**config.mk**
```make
export PLATFORM = sky130hd
export DESIGN_NAME = hub75_scan_ctrl
export DESIGN_NICKNAME = d
export VERILOG_FILES = /design/src/rtl/hub75_pkg.sv /design/src/rtl/hub75_bcm_timer.sv /design/src/rtl/hub75_scan_ctrl.sv
export SDC_FILE = /design/constraint.sdc
export NUM_CORES = 1
export LEC_CHECK = 0
export BUFFER_PORTS_ARGS = -buffer_cell sky130_fd_sc_hd__buf_2
export CORE_MARGIN = 2
export CORE_UTILIZATION = 60
export CTS_BUF_LIST = sky130_fd_sc_hd__clkbuf_4
export CTS_CLUSTER_SIZE = 8
export DETAILED_ROUTE_END_ITERATION = 12
export PLACE_DENSITY = 0.83
export RECOVER_POWER = 50
export SETUP_SLACK_MARGIN = 0.02
export SYNTH_ARGS = -nofsm -noshare
export SYNTH_HDL_FRONTEND = slang
export SYNTH_HIERARCHICAL = 1
export SYNTH_SLANG_ARGS = --single-unit
```
**constraint.sdc**
```tcl
create_clock -name clk -period 7.4 [get_ports clk]
set_clock_uncertainty 0.05 [all_clocks]
set_input_delay 0.74 -clock clk [delete_from_list [all_inputs] [get_ports clk]]
set_output_delay 0.74 -clock clk [all_outputs]
set_load 0.005 [all_outputs]
```
**src/rtl/hub75_pkg.sv**
```systemverilog
// hub75_pkg: definitions shared by the HUB75 panel blocks
// (hub75_scan_ctrl, hub75_bcm_timer, hub75_framebuf, hub75_display).
//   state_e       scan sequencer states
//   phase_last_c  last phase of the four-cycle column shift
// Geometry-dependent widths (address, row select, pixel) depend on each
// module's own parameters, so every module derives them locally.
package hub75_pkg;

    typedef enum logic [2:0] {
        IDLE,
        SHIFT,
        BLANK,
        LATCH,
        DISPLAY
    } state_e;

    // Columns shift in four phases: read top, read bottom, drive data, clock high.
    localparam logic [1:0] phase_last_c = 2'd3;

endpackage

```
**src/rtl/hub75_bcm_timer.sv**
```systemverilog
// hub75_bcm_timer: binary-coded-modulation display timer.
// Loads oe_base_p << plane, counts down while the panel is lit, and flags
// the final display cycle.
//   clk    in   system clock
//   rst_n  in   asynchronous active-low reset
//   load   in   load the count for `plane` (LATCH cycle)
//   run    in   count down (DISPLAY cycles)
//   plane  in   bitplane index being displayed
//   done   out  high on the last display cycle of the plane
module hub75_bcm_timer #(
    parameter  int oe_base_p = 4,
    parameter  int bpp_p     = 8,
    localparam int plane_w   = $clog2(bpp_p),
    localparam int cnt_w     = $clog2(oe_base_p << bpp_p) + 1
) (
    input  logic               clk,
    input  logic               rst_n,
    input  logic               load,
    input  logic               run,
    input  logic [plane_w-1:0] plane,
    output logic               done
);

    logic [cnt_w-1:0] cnt_q;

    always_ff @(posedge clk or negedge rst_n) begin
        if (!rst_n) begin
            cnt_q <= '0;
        end else if (load) begin
            cnt_q <= cnt_w'(oe_base_p) << plane;
        end else if (run && (cnt_q != '0)) begin
            cnt_q <= cnt_q - cnt_w'(1);
        end
    end

    // The first display cycle sees the full count, so the plane is lit for
    // exactly oe_base_p << plane cycles when the exit happens at count 1.
    assign done = (cnt_q == cnt_w'(1));

endmodule

```
**src/rtl/hub75_scan_ctrl.sv**
```systemverilog
// hub75_scan_ctrl: HUB75 scan sequencer.
// Walks row-pair (outer), bitplane (inner) and column; reads the top and
// bottom pixel of each column from the framebuffer, shifts one bitplane into
// the panel, latches it and lights it for a binary-weighted time.
//   clk, rst_n          clock, asynchronous active-low reset
//   i_enable            run scanning; sampled only when a plane finishes
//   o_rd_addr, o_rd_en  framebuffer read port (data returns one cycle later)
//   i_rd_data           pixel {R,G,B}, bpp_p bits per channel
//   O_CLK, STB, OE      panel shift clock, latch (high), output enable (low)
//   o_row               row-pair select
//   R1 G1 B1 / R2 G2 B2 top / bottom half colour bits
//   o_frame_done        one-cycle pulse after the last plane of the last row
// Every output is a flop; output flops are loaded from next-state values so
// they line up with the state they describe.
module hub75_scan_ctrl
    import hub75_pkg::*;
#(
    parameter  int hpixel_p     = 64,
    parameter  int vpixel_p     = 64,
    parameter  int bpp_p        = 8,
    parameter  int oe_base_p    = 4,
    localparam int addr_width_p = $clog2(hpixel_p * vpixel_p),
    localparam int row_width_p  = $clog2(vpixel_p / 2)
) (
    input  logic                    clk,
    input  logic                    rst_n,
    input  logic                    i_enable,
    output logic [addr_width_p-1:0] o_rd_addr,
    output logic                    o_rd_en,
    input  logic [3*bpp_p-1:0]      i_rd_data,
    output logic                    O_CLK,
    output logic                    STB,
    output logic                    OE,
    output logic [row_width_p-1:0]  o_row,
    output logic                    R1,
    output logic                    G1,
    output logic                    B1,
    output logic                    R2,
    output logic                    G2,
    output logic                    B2,
    output logic                    o_frame_done
);

    localparam int col_w   = $clog2(hpixel_p);
    localparam int plane_w = $clog2(bpp_p);

    localparam logic [col_w-1:0]        col_last   = col_w'(hpixel_p - 1);
    localparam logic [plane_w-1:0]      plane_last = plane_w'(bpp_p - 1);
    localparam logic [row_width_p-1:0]  row_last   = row_width_p'(vpixel_p / 2 - 1);
    localparam logic [addr_width_p-1:0] hpix_a     = addr_width_p'(hpixel_p);
    localparam logic [addr_width_p-1:0] half_a     = addr_width_p'(vpixel_p / 2);

    typedef struct packed {
        logic [bpp_p-1:0] r;
        logic [bpp_p-1:0] g;
        logic [bpp_p-1:0] b;
    } pixel_t;

    state_e                  state_q, state_d;
    logic [1:0]              phase_q, phase_d;
    logic [col_w-1:0]        col_q, col_d;
    logic [plane_w-1:0]      plane_q, plane_d;
    logic [row_width_p-1:0]  row_q, row_d;
    logic                    frame_end;
    logic                    bcm_done;
    logic                    rd_en_d;
    logic [addr_width_p-1:0] row_a, addr_d;
    pixel_t                  top_p0;
    pixel_t                  bot_p1;

    hub75_bcm_timer #(
        .oe_base_p (oe_base_p),
        .bpp_p     (bpp_p)
    ) u_bcm_timer (
        .clk   (clk),
        .rst_n (rst_n),
        .load  (state_q == LATCH),
        .run   (state_q == DISPLAY),
        .plane (plane_q),
        .done  (bcm_done)
    );

    always_comb begin
        state_d   = state_q;
        phase_d   = phase_q;
        col_d     = col_q;
        plane_d   = plane_q;
        row_d     = row_q;
        frame_end = 1'b0;
        unique case (state_q)
            IDLE: begin
                if (i_enable) begin
                    state_d = SHIFT;
                    phase_d = 2'd0;
                    col_d   = '0;
                end
            end
            SHIFT: begin
                phase_d = phase_q + 2'd1;
                if (phase_q == phase_last_c) begin
                    if (col_q == col_last) begin
                        col_d   = '0;
                        state_d = BLANK;
                    end else begin
                        col_d = col_q + col_w'(1);
                    end
                end
            end
            BLANK:   state_d = LATCH;
            LATCH:   state_d = DISPLAY;
            DISPLAY: begin
                // Counters advance even when stopping, so a later enable
                // resumes at the following plane.
                if (bcm_done) begin
                    state_d = i_enable ? SHIFT : IDLE;
                    if (plane_q == plane_last) begin
                        plane_d = '0;
                        if (row_q == row_last) begin
                            row_d     = '0;
                            frame_end = 1'b1;
                        end else begin
                            row_d = row_q + row_width_p'(1);
                        end
                    end else begin
                        plane_d = plane_q + plane_w'(1);
                    end
                end
            end
            default: state_d = IDLE;
        endcase
    end

    // Phase 0 reads the top-half pixel, phase 1 the matching bottom-half pixel.
    always_comb begin
        rd_en_d = (state_d == SHIFT) && !phase_d[1];
        row_a   = addr_width_p'(row_d) + (phase_d[0] ? half_a : '0);
        addr_d  = row_a * hpix_a + addr_width_p'(col_d);
    end

    assign bot_p1 = i_rd_data;

    always_ff @(posedge clk or negedge rst_n) begin
        if (!rst_n) begin
            state_q      <= IDLE;
            phase_q      <= '0;
            col_q        <= '0;
            plane_q      <= '0;
            row_q        <= '0;
            o_rd_en      <= 1'b0;
            o_rd_addr    <= '0;
            O_CLK        <= 1'b0;
            STB          <= 1'b0;
            OE           <= 1'b1;
            o_row        <= '0;
            o_frame_done <= 1'b0;
            R1           <= 1'b0;
            G1           <= 1'b0;
            B1           <= 1'b0;
            R2           <= 1'b0;
            G2           <= 1'b0;
            B2           <= 1'b0;
        end else begin
            state_q      <= state_d;
            phase_q      <= phase_d;
            col_q        <= col_d;
            plane_q      <= plane_d;
            row_q        <= row_d;
            o_rd_en      <= rd_en_d;
            if (rd_en_d) begin
                o_rd_addr <= addr_d;
            end
            O_CLK        <= (state_d == SHIFT) && (phase_d == phase_last_c);
            STB          <= (state_d == LATCH);
            OE           <= (state_d != DISPLAY);
            if (state_d == BLANK) begin
                o_row <= row_d;
            end
            o_frame_done <= frame_end;
            // Stage p1 -> colour pins: bottom pixel is on the bus during
            // phase 2; both halves are driven while O_CLK is high in phase 3.
            if ((state_q == SHIFT) && (phase_q == 2'd2)) begin
                R1 <= top_p0.r[plane_q];
                G1 <= top_p0.g[plane_q];
                B1 <= top_p0.b[plane_q];
                R2 <= bot_p1.r[plane_q];
                G2 <= bot_p1.g[plane_q];
                B2 <= bot_p1.b[plane_q];
            end
        end
    end

    // Stage p0: top-half pixel arrives during phase 1 and is held until phase 2.
    always_ff @(posedge clk) begin
        if ((state_q == SHIFT) && (phase_q == 2'd1)) begin
            top_p0 <= i_rd_data;
        end
    end

endmodule
```
==> impl_metrics.tcl, run 1 <==
set metrics [dict create \
    run_status "finished, violations left" \
    failing_checks "capacitance limit, slew limit" \
    antenna_cells 0 \
    postSynthNetCount 338 \
    holdPathStages 1 \
    ctsHoldBuffers 0 \
    grt_max_degree 59 \
    post-cts-setup-buffers 0 \
    power.static_leakage_nw 1.959 \
    globalplace.congestion 0.8847 \
    max_transition_margin -0.9682 \
    finalSetupViolations 0 \
    post_synth.cell_area_avg_um2 13.09 \
    num_io_pins 55 \
    share_of_flip_flops_with_an_asynchronous_set_or_reset_after_synthesis 0.7073 \
    first_global_vias 2572 \
    cts_resized 0 \
    postSynthCellCount 301 \
    die-area_mm2 0.007231 \
    maxCapViolations 1 \
    crit_path_end_kind "register" \
    hold_path_end "top_p0[3]$_DFFE_PP_" \
    antenna_found_initial 0 \
    synth-warning-count 6 \
    worstHoldPathType "input pin to register" \
    layout_overhead_on_the_synthesized_area_pct 11.62 \
    final_min_period_over_clock_period 0.4512 \
    first_pass_iters 4 \
    dp.cells 423 \
    clock-root-buffer "clkbuf_4" \
    layout_min_cycle_time_ns 3.339 \
    worst_r2r_startpoint "u_bcm_timer/cnt_q[4]$_DFFE_PN0P_" \
    max_clock_freq_mhz 299.5 \
    cts-root-to-sink-buffers 2 \
    finalHoldViolations 0 \
    fp.dieH_um 85.04 \
    cts-htree-levels 3 \
    synth_sequential_area_ratio 0.5516 \
    synthDominantAreaCellType "dfrtp_1" \
    worstMarginPinSlew_ns 2.952 \
    worst_skew_pair.late_latency_ns 0.42 \
    final_cell_count_no_fill 439 \
    synth_cell_type_count 61 \
    row_count 29 \
    num_vias 2601 \
    synth_ff_type "dfrtp_1" \
    rsz0062_at_grt "no" \
    hpwl_um 4788 \
    netlist_area_mm2 0.003940 \
    critical_path_arrival_ns 3.60 \
    cp_max_fo 13 \
    critical_path_required_ns 7.66 \
    hp-start "i_rd_data[3]" \
    cts_tree "built" \
    numClockSinks 82 \
    rr_worst_depth 7 \
    global_route_wire_length_before_repair_um 11620 \
    first_iter_violations 125 \
    route.detailed.wl_per_inst_um 15.73 \
    initial_core_util 0.6205 \
    yosys.cell_count.top_type "dfrtp_1" \
    yosysTopAreaCellShare 0.3620 \
    synthTopCellsByArea "dfrtp_1 36%, edfxtp_1 18%, mux4_2 6.9%, mux2_2 4.0%, mux2_4 3.4%" \
    setup.worst_path.start_class "register" \
    fillCellCount 441 \
    overall_die_width_um 85.04 \
    cts-buffers-inserted 9 \
    finalNetCount 394 \
    proportion_of_layout_cells_with_a_drive_suffix_above_1 0.3094 \
    drc 0 \
    ant_nets 0 \
    power_per_cell_area_mw_per_mm2 260.6 \
    peakVddDrop_mv 0.2087 \
    post_synth_edffs 24 \
    worst_setup_hold_path_clk_slew_ns 0.13 \
    floorplan.core_area_mm2 0.006350 \
    final_max_slew_viol_count 59 \
    drt_wl_total_um 6905 \
    timing.rr.end "o_rd_addr[1]$_DFFE_PN0P_" \
    reg2reg_slack_ns 4.06 \
    drt-vias-per-instance 5.925 \
    numPortBuffers 54 \
    synth_top_cells_by_count "57 x dfrtp_1, 28 x nor2_1, 24 x edfxtp_1" \
    groute.usage.overall 0.2040 \
    classification_of_the_worst_setup_path "register to register" \
    finalSetupTns_ns 0 \
    overflow 0 \
    synth.ff_latch_count 82 \
]
## metrics by stage
stage | setup slack [ns] | total power [mW] | util | area, um^2 | hold slack (ns)
after CTS | 4.371 | 1.157 | 0.6973 | 4428 | 0.4086
after global routing | 3.629 | 1.208 | 0.6926 | 4398 | 0.4170
after global placement | 4.474 | 0.8503 | 0.6713 | 4263 | 0.4352
after floorplan | 4.962 | 0.7836 | - | 3940 | 0.3944
final | 4.061 | 1.146 | 0.6926 | 4398 | 0.4450
after detailed placement | 4.387 | 0.8637 | 0.6713 | 4263 | 0.4390
## flip-flops by register name, indices dropped and copies added (netlist names), 2 cells and up
| register | flops |
|---|---|
| top_p0 | 24 |
| col_q | 6 |
| plane_q | 3 |
| phase_q | 2 |
| o_row | 5 |
| o_rd_addr | 12 |
| state_q | 3 |
| row_q | 5 |
| u_bcm_timer/cnt_q | 11 |
## where the power goes
part	internal [mW]	total (mW)	switching (mW)	leakage [nW]
Combinational	0.112	0.250	0.139	0.879
Sequential	0.559	0.599	0.0401	0.993
Clock	0.142	0.296	0.154	0.0870
## worst max-delay path, cell delays in order (launching register included)
cell,delay [ns]
dfrtp_1,0.47
nor4_1,0.66
and4_1,0.42
nand2b_1,0.09
a211oi_1,0.29
nor2_2,0.10
nor3_4,0.73
mux2_2,0.41
## cells in the final DEF, fill, tap and decap left out, types with 3 or more instances in the layout
| cell | synthesis | final |
|---|---|---|
| a31oi_1 | 5 | 5 |
| nor3_1 | 4 | 4 |
| a21oi_1 | 13 | 13 |
| ha_1 | 10 | 10 |
| mux2i_1 | 8 | 8 |
| nor4_1 | 2 | 3 |
| nand2b_1 | 3 | 3 |
| clkbuf_1 | 6 | 8 |
| nand2_1 | 14 | 14 |
| mux2_4 | 9 | 9 |
| nand3_1 | 7 | 7 |
| inv_1 | 15 | 15 |
| dfrtp_1 | 57 | 57 |
| edfxtp_1 | 24 | 24 |
| o21ai_0 | 11 | 11 |
| mux4_2 | 12 | 12 |
| clkbuf_4 | 0 | 10 |
| buf_2 | 2 | 47 |
| nor2_1 | 28 | 28 |
| mux2_2 | 14 | 14 |
| and3_1 | 5 | 5 |
## logic make-up (layout without fill, tap and decap cells)
logic type,after synthesis,in the layout,share of synthesized area
buffers and inverters,26,87,0.02921
AO/OA/AOI/OAI,49,49,0.08383
adder cells (fa/ha/maj),10,10,0.03176
flip-flops,82,82,0.5516
multiplexers,43,43,0.1632
XOR/XNOR,2,2,0.004447
AND/OR/NAND/NOR,89,89,0.1359
## routing by layer
metal / vias to the layer above / GRT usage / share of wire
met5: - / 0 / 0
met4: 0 / 0.1039 / 0.024
met3: 15 / 0.03405 / 0.044
met2: 70 / 0.3161 / 0.48
met1: 1274 / 0.2815 / 0.45
li1: 1242 / - / -
## cell type report
| cell class | count | area [um^2] | share of cell area |
|---|---|---|---|
| well taps | 77 | 96.34 | 0.02191 |
| flip-flops and latches | 82 | 2173 | 0.4942 |
| clock buffers | 10 | 75.07 | 0.01707 |
| repair buffers | 56 | 272.8 | 0.06202 |
| multi-input cells | 193 | 1634 | 0.3716 |
| inverters | 15 | 56.30 | 0.01280 |
| clock inverters | 6 | 90.09 | 0.02048 |
## how the worst max path moves through the flow
stage                                     start                         to  slack, ns  cells past startpoint
2_1_floorplan  u_bcm_timer/cnt_q[4]$_DFFE_PN0P_  o_rd_addr[10]$_DFFE_PN0P_       4.96                      8
3_3_place_gp   u_bcm_timer/cnt_q[4]$_DFFE_PN0P_   o_rd_addr[2]$_DFFE_PN0P_       4.47                      7
3_5_place_dp   u_bcm_timer/cnt_q[4]$_DFFE_PN0P_   o_rd_addr[1]$_DFFE_PN0P_       4.39                      7
4_1_cts        u_bcm_timer/cnt_q[4]$_DFFE_PN0P_   o_rd_addr[1]$_DFFE_PN0P_       4.37                      7
5_1_grt                                   rst_n     plane_q[2]$_DFFE_PN0P_       3.63                      2
6_report       u_bcm_timer/cnt_q[4]$_DFFE_PN0P_   o_rd_addr[1]$_DFFE_PN0P_       4.06                      7
(Power assumes the default switching activity.)
==> inputs of run 2 (changes only) <==
- CORE_UTILIZATION: 60 -> 59
- PLACE_DENSITY: 0.83 -> 0.82
- clock period: 7.4 -> 3.48 ns (I/O delays scaled with it)
==> impl_metrics.tcl, run 2 (synthesis gave the netlist of run 1 again) <==
set metrics [dict create \
    worst_setup_hold_path_clk_slew_ns 0.13 \
    cts_tree "built" \
    largest_register_ff_count 24 \
    initial_core_util 0.6135 \
    num_vias 2614 \
    area_of_combinational_cells_with_multiple_inputs_mm2 0.001652 \
    cts-root-to-sink-buffers 2 \
    antenna_cells 0 \
    drt_wl_total_um 7240 \
    grt_max_degree 42 \
    overall_die_width_um 85.72 \
    critical_path_required_ns 3.76 \
    layout_overhead_on_the_synthesized_area_pct 11.37 \
    dp.cells 426 \
    failing_checks "DRC, capacitance limit, slew limit" \
    num_io_pins 55 \
    cp_max_fo 13 \
    finalHoldViolations 0 \
    groute.usage.overall 0.2169 \
    row_count 29 \
    clock-root-buffer "clkbuf_4" \
    biggest_regs "top_p0 (24), o_rd_addr (12), u_bcm_timer/cnt_q (11)" \
    post-cts-setup-buffers 0 \
    finalSetupTns_ns 0 \
    critical_path_arrival_ns 2.99 \
    die-area_mm2 0.007348 \
    finalSetupViolations 0 \
    layout.cells.most_common_list "57 x dfrtp_1, 43 x buf_2, 28 x nor2_1, 24 x edfxtp_1, 15 x inv_1" \
    worstHoldPathType "input pin to register" \
    route.detailed.wl_per_inst_um 16.34 \
    hpwl_um 5020 \
    first_global_vias 2546 \
    final_min_period_over_clock_period 0.7793 \
    overflow 0 \
    numClockSinks 82 \
    first_pass_iters 10 \
    global_route_wire_length_before_repair_um 12340 \
    drt-vias-per-instance 5.901 \
    max_clock_freq_mhz 368.7 \
    drc 1 \
    fp.dieH_um 85.72 \
    ant_nets 0 \
    setup.worst_path.start_class "register" \
    globalplace.congestion 0.8444 \
    run_status "finished, violations left" \
    maxCapViolations 1 \
    regArea_mm2 0.002173 \
    final_cell_count_no_fill 443 \
    floorplan.core_area_mm2 0.006422 \
    numPortBuffers 54 \
    power.static_leakage_nw 1.936 \
    worstMarginPinSlew_ns 2.200 \
    rsz0062_at_grt "no" \
    fillCellCount 473 \
    classification_of_the_worst_setup_path "register to register" \
    layout.cells.most_common "dfrtp_1" \
    crit_path_end_kind "register" \
    power_per_cell_area_mw_per_mm2 520.4 \
    finalNetCount 398 \
    peakVddDrop_mv 0.3961 \
    cts-htree-levels 3 \
    worst_skew_pair.late_latency_ns 0.43 \
    antenna_found_initial 0 \
    cts-buffers-inserted 9 \
    cts_resized 0 \
    proportion_of_layout_cells_with_a_drive_suffix_above_1 0.3060 \
    max_transition_margin -0.4665 \
    final_max_slew_viol_count 42 \
    layout_min_cycle_time_ns 2.712 \
    largest_register "top_p0" \
    first_iter_violations 155 \
]
-- run 2: cell types whose count changed in the layout (fill, tap and decap cells not counted), moves of 2 or more --
cell,before,now
clkinv_1,0,2
buf_4,1,4
buf_2,47,43
buf_1,0,2
clkinvlp_4,1,3
bufinv_16,2,0
clkbuf_1,8,10
-- run 2: worst paths after layout --
path	cells past startpoint	slack [ns]	start	endpoint
setup / recovery	8	0.77	u_bcm_timer/cnt_q[4]$_DFFE_PN0P_	o_rd_addr[1]$_DFFE_PN0P_
max in group asynchronous	2	1.16	rst_n	u_bcm_timer/cnt_q[0]$_DFFE_PN0P_
hold / removal	1	0.04	i_rd_data[14]	top_p0[14]$_DFFE_PP_
min in group asynchronous	1	0.50	rst_n	R2$_DFFE_PN0P_
setup reg to reg	8	0.77	u_bcm_timer/cnt_q[4]$_DFFE_PN0P_	o_rd_addr[1]$_DFFE_PN0P_
hold reg to reg	1	0.47	o_rd_addr[2]$_DFFE_PN0P_	o_rd_addr[2]$_DFFE_PN0P_
-- run 2: routing by layer --
layer,wire length [um],track usage,share of wire
met1,3347,0.3049,0.46
met2,3538,0.3324,0.49
met3,300,0.05775,0.041
met4,54,0.07359,0.0075
met5,0,0,0
-- run 2: power breakdown --
part / internal [mW] / leakage, nW / switching (mW)
logic: 0.243 / 0.890 / 0.297
clock network: 0.149 / 0.0535 / 0.319
registers: 1.19 / 0.993 / 0.0859
total: 1.58 / 1.94 / 0.702
-- run 2: stage by stage --
step / power (mW) / setup WS, ns / util / hold slack (ns) / instance area (um^2)
final: 2.283 / 0.7679 / 0.6832 / 0.03744 / 4388
after global routing: 2.427 / 0.5858 / 0.6832 / 0.0002376 / 4388
after CTS: 2.309 / 0.7514 / 0.6844 / 0.002146 / 4395
after detailed placement: 1.848 / 0.7611 / 0.6673 / 0.4403 / 4285
after global placement: 1.818 / 0.8710 / 0.6673 / 0.4361 / 4285
after floorplan: 1.666 / 1.042 / - / 0.002409 / 3940
-- run 2: area by class of cell --
cell class	instances	area share
clock buffer	10	0.01711
clock inverter	6	0.007984
inverter	15	0.01283
multi-input combinational	193	0.3764
sequential	82	0.4953
tap	77	0.02196
timing repair buffer	60	0.06843
-- run 2: critical path, cell delays in order (launching register included) --
cell and delay, ns:
dfrtp_1 0.49, nor4_4 0.41, and4_2 0.36, nand2b_1 0.07, a211oi_1 0.32, nor2_2 0.10, nor3_4 0.17, buf_4 0.28
mux2_2 0.36
-- run 2: repair_timing --
action / CTS / global route
hold buffers: 0 / 1
endpoints found under the setup margin: 0 / 0
hold endpoints to repair: 0 / 1
